`config.mk`:
```
export PLATFORM = sky130hd
export DESIGN_NAME = ooo_scoreboard
export DESIGN_NICKNAME = d
export VERILOG_FILES = /design/src/rtl/ooo_scoreboard.sv
export SDC_FILE = /design/constraint.sdc
export NUM_CORES = 2
export LEC_CHECK = 0
export CAP_MARGIN = 30
export CELL_PAD_IN_SITES_DETAIL_PLACEMENT = 2
export CELL_PAD_IN_SITES_GLOBAL_PLACEMENT = 2
export CORE_ASPECT_RATIO = 1.1
export CORE_MARGIN = 10
export CORE_UTILIZATION = 38
export CTS_CLUSTER_SIZE = 28
export DETAILED_ROUTE_END_ITERATION = 12
export PLACE_DENSITY_LB_ADDON = 0.1
export SLEW_MARGIN = 20
export SYNTH_ARGS = -nofsm -noshare
export SYNTH_HDL_FRONTEND = slang
export SYNTH_SLANG_ARGS = --single-unit
```
`constraint.sdc`:
```
create_clock -name clk_i -period 9.04 [get_ports clk_i]
set_clock_uncertainty 0.15 [all_clocks]
set_input_delay 1.808 -clock clk_i [delete_from_list [all_inputs] [get_ports clk_i]]
set_output_delay 1.808 -clock clk_i [all_outputs]
set_load 0.005 [all_outputs]
```
`src/rtl/ooo_scoreboard.sv`:
```
module ooo_scoreboard #(
  parameter int unsigned DEPTH        = 8,
  parameter int unsigned IDX_W        = $clog2(DEPTH),
  parameter int unsigned WB_PORTS     = 2,
  parameter int unsigned COMMIT_PORTS = 2,
  parameter int unsigned DATA_W       = 32,
  parameter int unsigned REG_W        = 5
) (
  input  logic                                  clk_i,
  input  logic                                  rst_ni,
  input  logic                                  flush_i,
  input  logic                                  alloc_valid_i,
  output logic                                  alloc_ready_o,
  input  logic [REG_W-1:0]                      alloc_rd_i,
  input  logic [31:0]                           alloc_pc_i,
  output logic [IDX_W-1:0]                      alloc_idx_o,
  input  logic                                  issue_valid_i,
  input  logic [IDX_W-1:0]                      issue_idx_i,
  output logic [DEPTH-1:0]                      issued_o,
  input  logic [WB_PORTS-1:0]                   wb_valid_i,
  input  logic [WB_PORTS-1:0][IDX_W-1:0]        wb_idx_i,
  input  logic [WB_PORTS-1:0][DATA_W-1:0]       wb_data_i,
  input  logic [1:0][REG_W-1:0]                 rs_i,
  output logic [1:0]                            rs_busy_o,
  output logic [1:0]                            rs_fwd_valid_o,
  output logic [1:0][DATA_W-1:0]                rs_fwd_data_o,
  output logic [COMMIT_PORTS-1:0]               commit_valid_o,
  output logic [COMMIT_PORTS-1:0][REG_W-1:0]    commit_rd_o,
  output logic [COMMIT_PORTS-1:0][DATA_W-1:0]   commit_data_o,
  output logic [COMMIT_PORTS-1:0][31:0]         commit_pc_o,
  input  logic [COMMIT_PORTS-1:0]               commit_ack_i
);

  localparam int unsigned CNT_W = IDX_W + 1;

  logic [DEPTH-1:0]  valid_q;
  logic [DEPTH-1:0]  issued_q;
  logic [DEPTH-1:0]  done_q;
  logic [REG_W-1:0]  rd_q     [DEPTH];
  logic [31:0]       pc_q     [DEPTH];
  logic [DATA_W-1:0] result_q [DEPTH];
  logic [IDX_W-1:0]  head_q;
  logic [IDX_W-1:0]  tail_q;
  logic [CNT_W-1:0]  count_q;

  logic              alloc_fire;
  logic [CNT_W-1:0]  retire_n;

  assign alloc_ready_o = (count_q != CNT_W'(DEPTH));
  assign alloc_idx_o   = tail_q;
  assign alloc_fire    = alloc_valid_i && alloc_ready_o;
  assign issued_o      = issued_q;

  always_comb begin
    logic             chain;
    logic             run;
    logic [IDX_W-1:0] slot;
    commit_valid_o = '0;
    commit_rd_o    = '0;
    commit_data_o  = '0;
    commit_pc_o    = '0;
    retire_n       = '0;
    chain          = 1'b1;
    run            = 1'b1;
    slot           = '0;
    for (int unsigned k = 0; k < COMMIT_PORTS; k++) begin
      slot  = head_q + IDX_W'(k);
      chain = chain && (CNT_W'(k) < count_q) && valid_q[slot] && done_q[slot];
      commit_valid_o[k] = chain;
      if (chain) begin
        commit_rd_o[k]   = rd_q[slot];
        commit_data_o[k] = result_q[slot];
        commit_pc_o[k]   = pc_q[slot];
      end
      run = run && chain && commit_ack_i[k];
      if (run) begin
        retire_n = retire_n + CNT_W'(1);
      end
    end
  end

  always_comb begin
    logic             hit;
    logic             byp;
    logic [IDX_W-1:0] match;
    logic [IDX_W-1:0] slot;
    logic [DATA_W-1:0] byp_data;
    rs_busy_o      = '0;
    rs_fwd_valid_o = '0;
    rs_fwd_data_o  = '0;
    hit            = 1'b0;
    byp            = 1'b0;
    match          = '0;
    slot           = '0;
    byp_data       = '0;
    for (int unsigned o = 0; o < 2; o++) begin
      hit   = 1'b0;
      match = '0;
      // Scan oldest to youngest so the last hit is the youngest producer.
      for (int unsigned j = 0; j < DEPTH; j++) begin
        slot = head_q + IDX_W'(j);
        if ((CNT_W'(j) < count_q) && valid_q[slot] && (rs_i[o] != '0) && (rd_q[slot] == rs_i[o])) begin
          hit   = 1'b1;
          match = slot;
        end
      end
      byp      = 1'b0;
      byp_data = '0;
      // Highest port first so the lowest matching port is the one kept.
      for (int unsigned i = 0; i < WB_PORTS; i++) begin
        if (wb_valid_i[WB_PORTS-1-i] && (wb_idx_i[WB_PORTS-1-i] == match)) begin
          byp      = 1'b1;
          byp_data = wb_data_i[WB_PORTS-1-i];
        end
      end
      if (hit) begin
        if (done_q[match]) begin
          rs_fwd_valid_o[o] = 1'b1;
          rs_fwd_data_o[o]  = result_q[match];
        end else if (byp) begin
          rs_fwd_valid_o[o] = 1'b1;
          rs_fwd_data_o[o]  = byp_data;
        end else begin
          rs_busy_o[o] = 1'b1;
        end
      end
    end
  end

  always_ff @(posedge clk_i or negedge rst_ni) begin
    if (!rst_ni) begin
      valid_q  <= '0;
      issued_q <= '0;
      done_q   <= '0;
      head_q   <= '0;
      tail_q   <= '0;
      count_q  <= '0;
      for (int unsigned e = 0; e < DEPTH; e++) begin
        rd_q[e]     <= '0;
        pc_q[e]     <= '0;
        result_q[e] <= '0;
      end
    end else if (flush_i) begin
      valid_q  <= '0;
      issued_q <= '0;
      done_q   <= '0;
      head_q   <= '0;
      tail_q   <= '0;
      count_q  <= '0;
    end else begin
      if (issue_valid_i && valid_q[issue_idx_i]) begin
        issued_q[issue_idx_i] <= 1'b1;
      end
      // Highest port first: later non-blocking writes win, giving the lowest port priority.
      for (int unsigned i = 0; i < WB_PORTS; i++) begin
        if (wb_valid_i[WB_PORTS-1-i] && valid_q[wb_idx_i[WB_PORTS-1-i]] &&
            !done_q[wb_idx_i[WB_PORTS-1-i]]) begin
          done_q[wb_idx_i[WB_PORTS-1-i]]   <= 1'b1;
          result_q[wb_idx_i[WB_PORTS-1-i]] <= wb_data_i[WB_PORTS-1-i];
        end
      end
      for (int unsigned k = 0; k < COMMIT_PORTS; k++) begin
        if (CNT_W'(k) < retire_n) begin
          valid_q[head_q + IDX_W'(k)]  <= 1'b0;
          issued_q[head_q + IDX_W'(k)] <= 1'b0;
          done_q[head_q + IDX_W'(k)]   <= 1'b0;
          rd_q[head_q + IDX_W'(k)]     <= '0;
          pc_q[head_q + IDX_W'(k)]     <= '0;
          result_q[head_q + IDX_W'(k)] <= '0;
        end
      end
      if (alloc_fire) begin
        valid_q[tail_q]  <= 1'b1;
        issued_q[tail_q] <= 1'b0;
        done_q[tail_q]   <= 1'b0;
        rd_q[tail_q]     <= alloc_rd_i;
        pc_q[tail_q]     <= alloc_pc_i;
        result_q[tail_q] <= '0;
        tail_q           <= tail_q + IDX_W'(1);
      end
      head_q  <= head_q + IDX_W'(retire_n);
      count_q <= count_q + CNT_W'(alloc_fire) - retire_n;
    end
  end

  logic wb_dup;
  logic wb_bad;
  logic ack_bad;

  always_comb begin
    wb_dup  = 1'b0;
    wb_bad  = 1'b0;
    ack_bad = 1'b0;
    for (int unsigned p = 0; p < WB_PORTS; p++) begin
      if (wb_valid_i[p] && (!valid_q[wb_idx_i[p]] || done_q[wb_idx_i[p]])) begin
        wb_bad = 1'b1;
      end
      for (int unsigned r = p + 1; r < WB_PORTS; r++) begin
        if (wb_valid_i[p] && wb_valid_i[r] && (wb_idx_i[p] == wb_idx_i[r])) begin
          wb_dup = 1'b1;
        end
      end
    end
    for (int unsigned k = 0; k < COMMIT_PORTS; k++) begin
      if (commit_ack_i[k] && !commit_valid_o[k]) begin
        ack_bad = 1'b1;
      end
    end
    for (int unsigned k = 1; k < COMMIT_PORTS; k++) begin
      if (commit_ack_i[k] && !commit_ack_i[k-1]) begin
        ack_bad = 1'b1;
      end
    end
  end

  a_wb_dup:  assert property (@(posedge clk_i) disable iff (!rst_ni || flush_i) !wb_dup);
  a_wb_bad:  assert property (@(posedge clk_i) disable iff (!rst_ni || flush_i) !wb_bad);
  a_ack_bad: assert property (@(posedge clk_i) disable iff (!rst_ni || flush_i) !ack_bad);

endmodule

```
==> results_tabular.tex <==
\begin{tabular}{lr}
\hline
Metric & Value \\
\hline
\multicolumn{2}{l}{\textbf{Run status}} \\
Outcome & finished clean \\
\multicolumn{2}{l}{\textbf{Power}} \\
Net Switching & roughly 3400 µW \\
Register share of total power & 41.5\% \\
Leakage power total & 0.0187 µW \\
Relative contribution of the clock network to total power & 33.8\% \\
Internal Pwr Total & just over 6000 µW \\
Net switching fraction of the power & 35.9\% \\
Total power draw & 9470 µW \\
Worst ir drop on vdd & 139 µV \\
Combinational share of power & 24.7\% \\
Pwr dens & between 150 and 200 nW/µm² \\
\multicolumn{2}{l}{\textbf{Layout}} \\
Share of post-route cells with drive strength above 1 & 13.1\% \\
Fill count & 13,000 \\
Fin nets & approximately 5,300 \\
Post-synthesis to final-layout area growth & 16.9\% \\
\multicolumn{2}{l}{\textbf{Global route}} \\
Global-route wire length before repair & between 300,000 and 400,000 µm \\
GRT Resource Usage Total & 34.0\% \\
Final global-route overflow total & 0 \\
Pin count of the biggest net entering global routing & 146 \\
Initial antenna violation count & 13 \\
Via count of the first global-routing pass & 49,500 \\
\multicolumn{2}{l}{\textbf{Flow run}} \\
Reported max-cap violation count & 0 \\
\multicolumn{2}{l}{\textbf{Critical path}} \\
Critical Setup Path Class & flip-flop to primary output \\
Signal arrival time at the worst endpoint & 6.91 ns \\
CP Capture Type & primary output \\
Crit start category & flip-flop \\
Data required time of the critical path & 7.08 ns \\
Largest fanout of any net on the critical path & 19 \\
\multicolumn{2}{l}{\textbf{Yosys}} \\
Top cells by instance count after synthesis & 1,093 x sky130\_fd\_sc\_hd\_\_nand2\_1, 586 x sky130\_fd\_sc\_hd\_\_dfrtp\_1, 575 x sky130\_fd\_sc\_hd\_\_mux2i\_1 \\
Number of flip-flops and latches in the synthesized netlist & 586 \\
Mean Syn Cell Area & 9.08 µm² \\
Post-synth net total & 5,249 \\
Post-synth EDFFs & 0 \\
Cell types occupying the most area after synthesis & sky130\_fd\_sc\_hd\_\_dfrtp\_1 32\%, sky130\_fd\_sc\_hd\_\_mux2i\_1 12\%, sky130\_fd\_sc\_hd\_\_mux4\_2 11\% \\
Count of yosys warnings during synthesis & 0 \\
Mapped Area & 46,300 µm² \\
Library cell with the highest instance count after synthesis & sky130\_fd\_sc\_hd\_\_nand2\_1 \\
Seq/Total Area, Yosys & between 30\% and 40\% \\
Async set-reset flop share out of synthesis & 100\% \\
Post-synthesis cell type count & 93 \\
Area share of the leading cell type in the synthesized netlist & 31.7\% \\
Gate Count Post-Synth & $\sim$5,100 \\
Flip-flop cell with the highest count after synthesis & sky130\_fd\_sc\_hd\_\_dfrtp\_1 \\
Library cell with the largest summed area after synthesis & sky130\_fd\_sc\_hd\_\_dfrtp\_1 \\
\multicolumn{2}{l}{\textbf{Floorplanning}} \\
Number of top-level pins & 349 \\
Die Span Y & 386 µm \\
Area of the die & 136,000 µm² \\
Core box area & 121,000 µm² \\
Floorplan row count & about 130 \\
Die Span X & 353 µm \\
Initial standard-cell utilization of the core & a little under two fifths \\
\multicolumn{2}{l}{\textbf{Clock tree}} \\
Worst skew pair latency & 0.69 ns \\
Cell at the root of the clock tree & sky130\_fd\_sc\_hd\_\_clkbuf\_16 \\
Number of buffers created by CTS & 77 \\
Clock H-tree levels & 3 \\
Number of buffers on the longest clock path & 3 \\
CTS sink cnt & 586 \\
TritonCTS clock tree & yes \\
Worst-path clk slew & approximately 0.060 ns \\
\multicolumn{2}{l}{\textbf{STA}} \\
Worst Tran Pin Value & 0.996 ns \\
Achievable Freq & 113 MHz \\
Remaining max-slew budget at the tightest pin & a little under a third \\
Total of endpoints with negative setup slack in the final report & 0 \\
Tcrit/Tclk final & 98.1\% \\
Hold violation count in the final report & 0 \\
Final critical-path required period & 8.87 ns \\
Total negative slack & 0 ns \\
Slew Limit Fails & 0 \\
\multicolumn{2}{l}{\textbf{Detailed routing}} \\
Detail-routed via count per cell & 6.71 \\
Antenna violation net count after detailed routing & 0 \\
First-iteration detailed-routing DRC count & approximately 4,400 \\
Via count & around 46,000 \\
Drt first pass iters & 6 \\
DRC violations left & 0 \\
Routed wirelength normalized by instance count & 35.0 µm \\
Routed wire length & 239,000 µm \\
\multicolumn{2}{l}{\textbf{Placed design}} \\
Gpl congestion & 0.916 \\
Port-buffer cells & between 300 and 400 \\
HPWL after detailed placement & $\sim$150,000 µm \\
\multicolumn{2}{l}{\textbf{Hold path}} \\
Classification of the worst-slack hold path & flip-flop to flip-flop \\
\hline
\end{tabular}
-- cells by family after synthesis --
kind of cell | synth area share, %
buffers and inverters | 5.85
adder cells (fa/ha/maj) | 0.573
flip-flops | 31.7
XOR/XNOR | 2.06
AND/OR/NAND/NOR | 14.1
AO/OA/AOI/OAI | 21.6
multiplexers | 24.2
-- critical path, stage by stage, from the launching register on --
cell                              delay [ns]
sky130_fd_sc_hd__dfrtp_4                0.51
sky130_fd_sc_hd__inv_1                  0.36
sky130_fd_sc_hd__ha_4                   0.42
sky130_fd_sc_hd__buf_12                 0.23
sky130_fd_sc_hd__mux2i_1                0.09
sky130_fd_sc_hd__mux4_2                 0.53
sky130_fd_sc_hd__xor2_1                 0.29
sky130_fd_sc_hd__nand4_1                0.29
sky130_fd_sc_hd__or4_1                  0.60
sky130_fd_sc_hd__a311oi_2               0.31
sky130_fd_sc_hd__o32a_2                 0.38
sky130_fd_sc_hd__xnor2_1                0.14
sky130_fd_sc_hd__nand4_1                0.22
sky130_fd_sc_hd__buf_4                  0.32
sky130_fd_sc_hd__buf_4                  0.30
sky130_fd_sc_hd__nand3_1                0.10
sky130_fd_sc_hd__a311oi_1               0.43
sky130_fd_sc_hd__buf_4                  0.17
sky130_fd_sc_hd__clkdlybuf4s50_1        0.49
-- power groups by stage --
stage | combinational [µW] | clock (µW) | sequential [µW]
after floorplan | 1620 | 0 | 3630
after global placement | 2170 | 0 | 3880
after detailed placement | 2300 | 0 | 3920
after CTS | 2330 | 3230 | 3890
after global routing | 2560 | 3340 | 4000
final | 2340 | 3200 | 3930
-- sequential cells by signal, indices dropped and copies added, names as in the netlist --
register	flops
alloc_idx_o	3
count_q	4
done_q	8
head_q	3
issued_o	8
pc_q	256
rd_q	40
result_q	256
valid_q	8
-- per-layer routing --
metal	track usage [%]	wire, µm	vias to the layer above
li1	-	-	18900
met1	42.5	96200	24300
met2	56.0	112000	2082
met3	6.27	17900	641
met4	17.2	12700	12
met5	0	78	-
-- layout by cell type (no fill, tap or decap), types with 21 or more instances in the layout --
cell type / instances
sky130_fd_sc_hd__nor2b_1: 31
sky130_fd_sc_hd__mux2i_1: 575
sky130_fd_sc_hd__a311oi_1: 31
sky130_fd_sc_hd__buf_12: 22
sky130_fd_sc_hd__a22oi_1: 79
sky130_fd_sc_hd__clkbuf_16: 79
sky130_fd_sc_hd__nor2_1: 54
sky130_fd_sc_hd__nand2b_1: 40
sky130_fd_sc_hd__inv_1: 56
sky130_fd_sc_hd__nand3_1: 101
sky130_fd_sc_hd__a211oi_1: 37
sky130_fd_sc_hd__clkdlybuf4s50_1: 346
sky130_fd_sc_hd__a32oi_1: 133
sky130_fd_sc_hd__xnor2_1: 53
sky130_fd_sc_hd__and2_1: 32
sky130_fd_sc_hd__nand2_1: 1088
sky130_fd_sc_hd__a2111oi_0: 33
sky130_fd_sc_hd__clkbuf_8: 21
sky130_fd_sc_hd__o21ai_0: 566
sky130_fd_sc_hd__a22o_1: 293
sky130_fd_sc_hd__a21oi_1: 124
sky130_fd_sc_hd__mux4_2: 236
sky130_fd_sc_hd__buf_4: 158
sky130_fd_sc_hd__a311oi_2: 38
sky130_fd_sc_hd__dfrtp_1: 583
sky130_fd_sc_hd__xor2_1: 51
-- final timing paths --
| kind | start | end | slack (ns) | depth (start not counted) |
|---|---|---|---|---|
| max | head_q[1]$_DFF_PN0_ | rs_fwd_data_o[32] | 0.17 | 18 |
| min in group asynchronous | rst_ni | result_q[105]$_DFFE_PN0N_ | 0.96 | 1 |
| max reg2reg | head_q[2]$_DFF_PN0_ | pc_q[102]$_DFFE_PN0N_ | 1.71 | 17 |
| max in group asynchronous | rst_ni | rd_q[30]$_DFFE_PN0N_ | 5.73 | 3 |
| min | pc_q[44]$_DFFE_PN0N_ | pc_q[44]$_DFFE_PN0N_ | 0.35 | 2 |
| min reg2reg | pc_q[44]$_DFFE_PN0N_ | pc_q[44]$_DFFE_PN0N_ | 0.35 | 2 |
-- metrics by stage --
stage	worst slack, ns	hold WS, ns	area, µm²	util [%]	instances
floorplan	0.652	0.309	46300	-	5100
global route	-0.00632	0.376	54100	44.7	6839
CTS	0.00514	0.358	53900	44.5	6828
detailed placement	0.158	0.342	51300	42.4	6687
global placement	0.227	0.325	51300	42.3	6684
finish	0.169	0.354	54100	44.7	6841
-- cell type report --
cell class                 instances  area (µm²)  area share (%)
antenna                            4        10.0          0.0185
tap                             1632        2040            3.77
sequential                       586       14700            27.1
clock buffer                     116        2300            4.26
multi-input combinational       3887       29400            54.2
timing repair buffer             534        5260            9.71
clock inverter                    22         251           0.465
inverter                          60         234           0.432
-- repair_timing --
action | 4_1_cts | 5_1_grt
pin swaps | 1 | 2
endpoints found under the hold margin | 0 | 0
cloned | 0 | 1
resized for setup | 2 | 7
hold buffers | 0 | 0
buffers inserted | 3 | 5
setup endpoints to repair | 20 | 59
No activity file was read; power rests on OpenSTA's default activity.
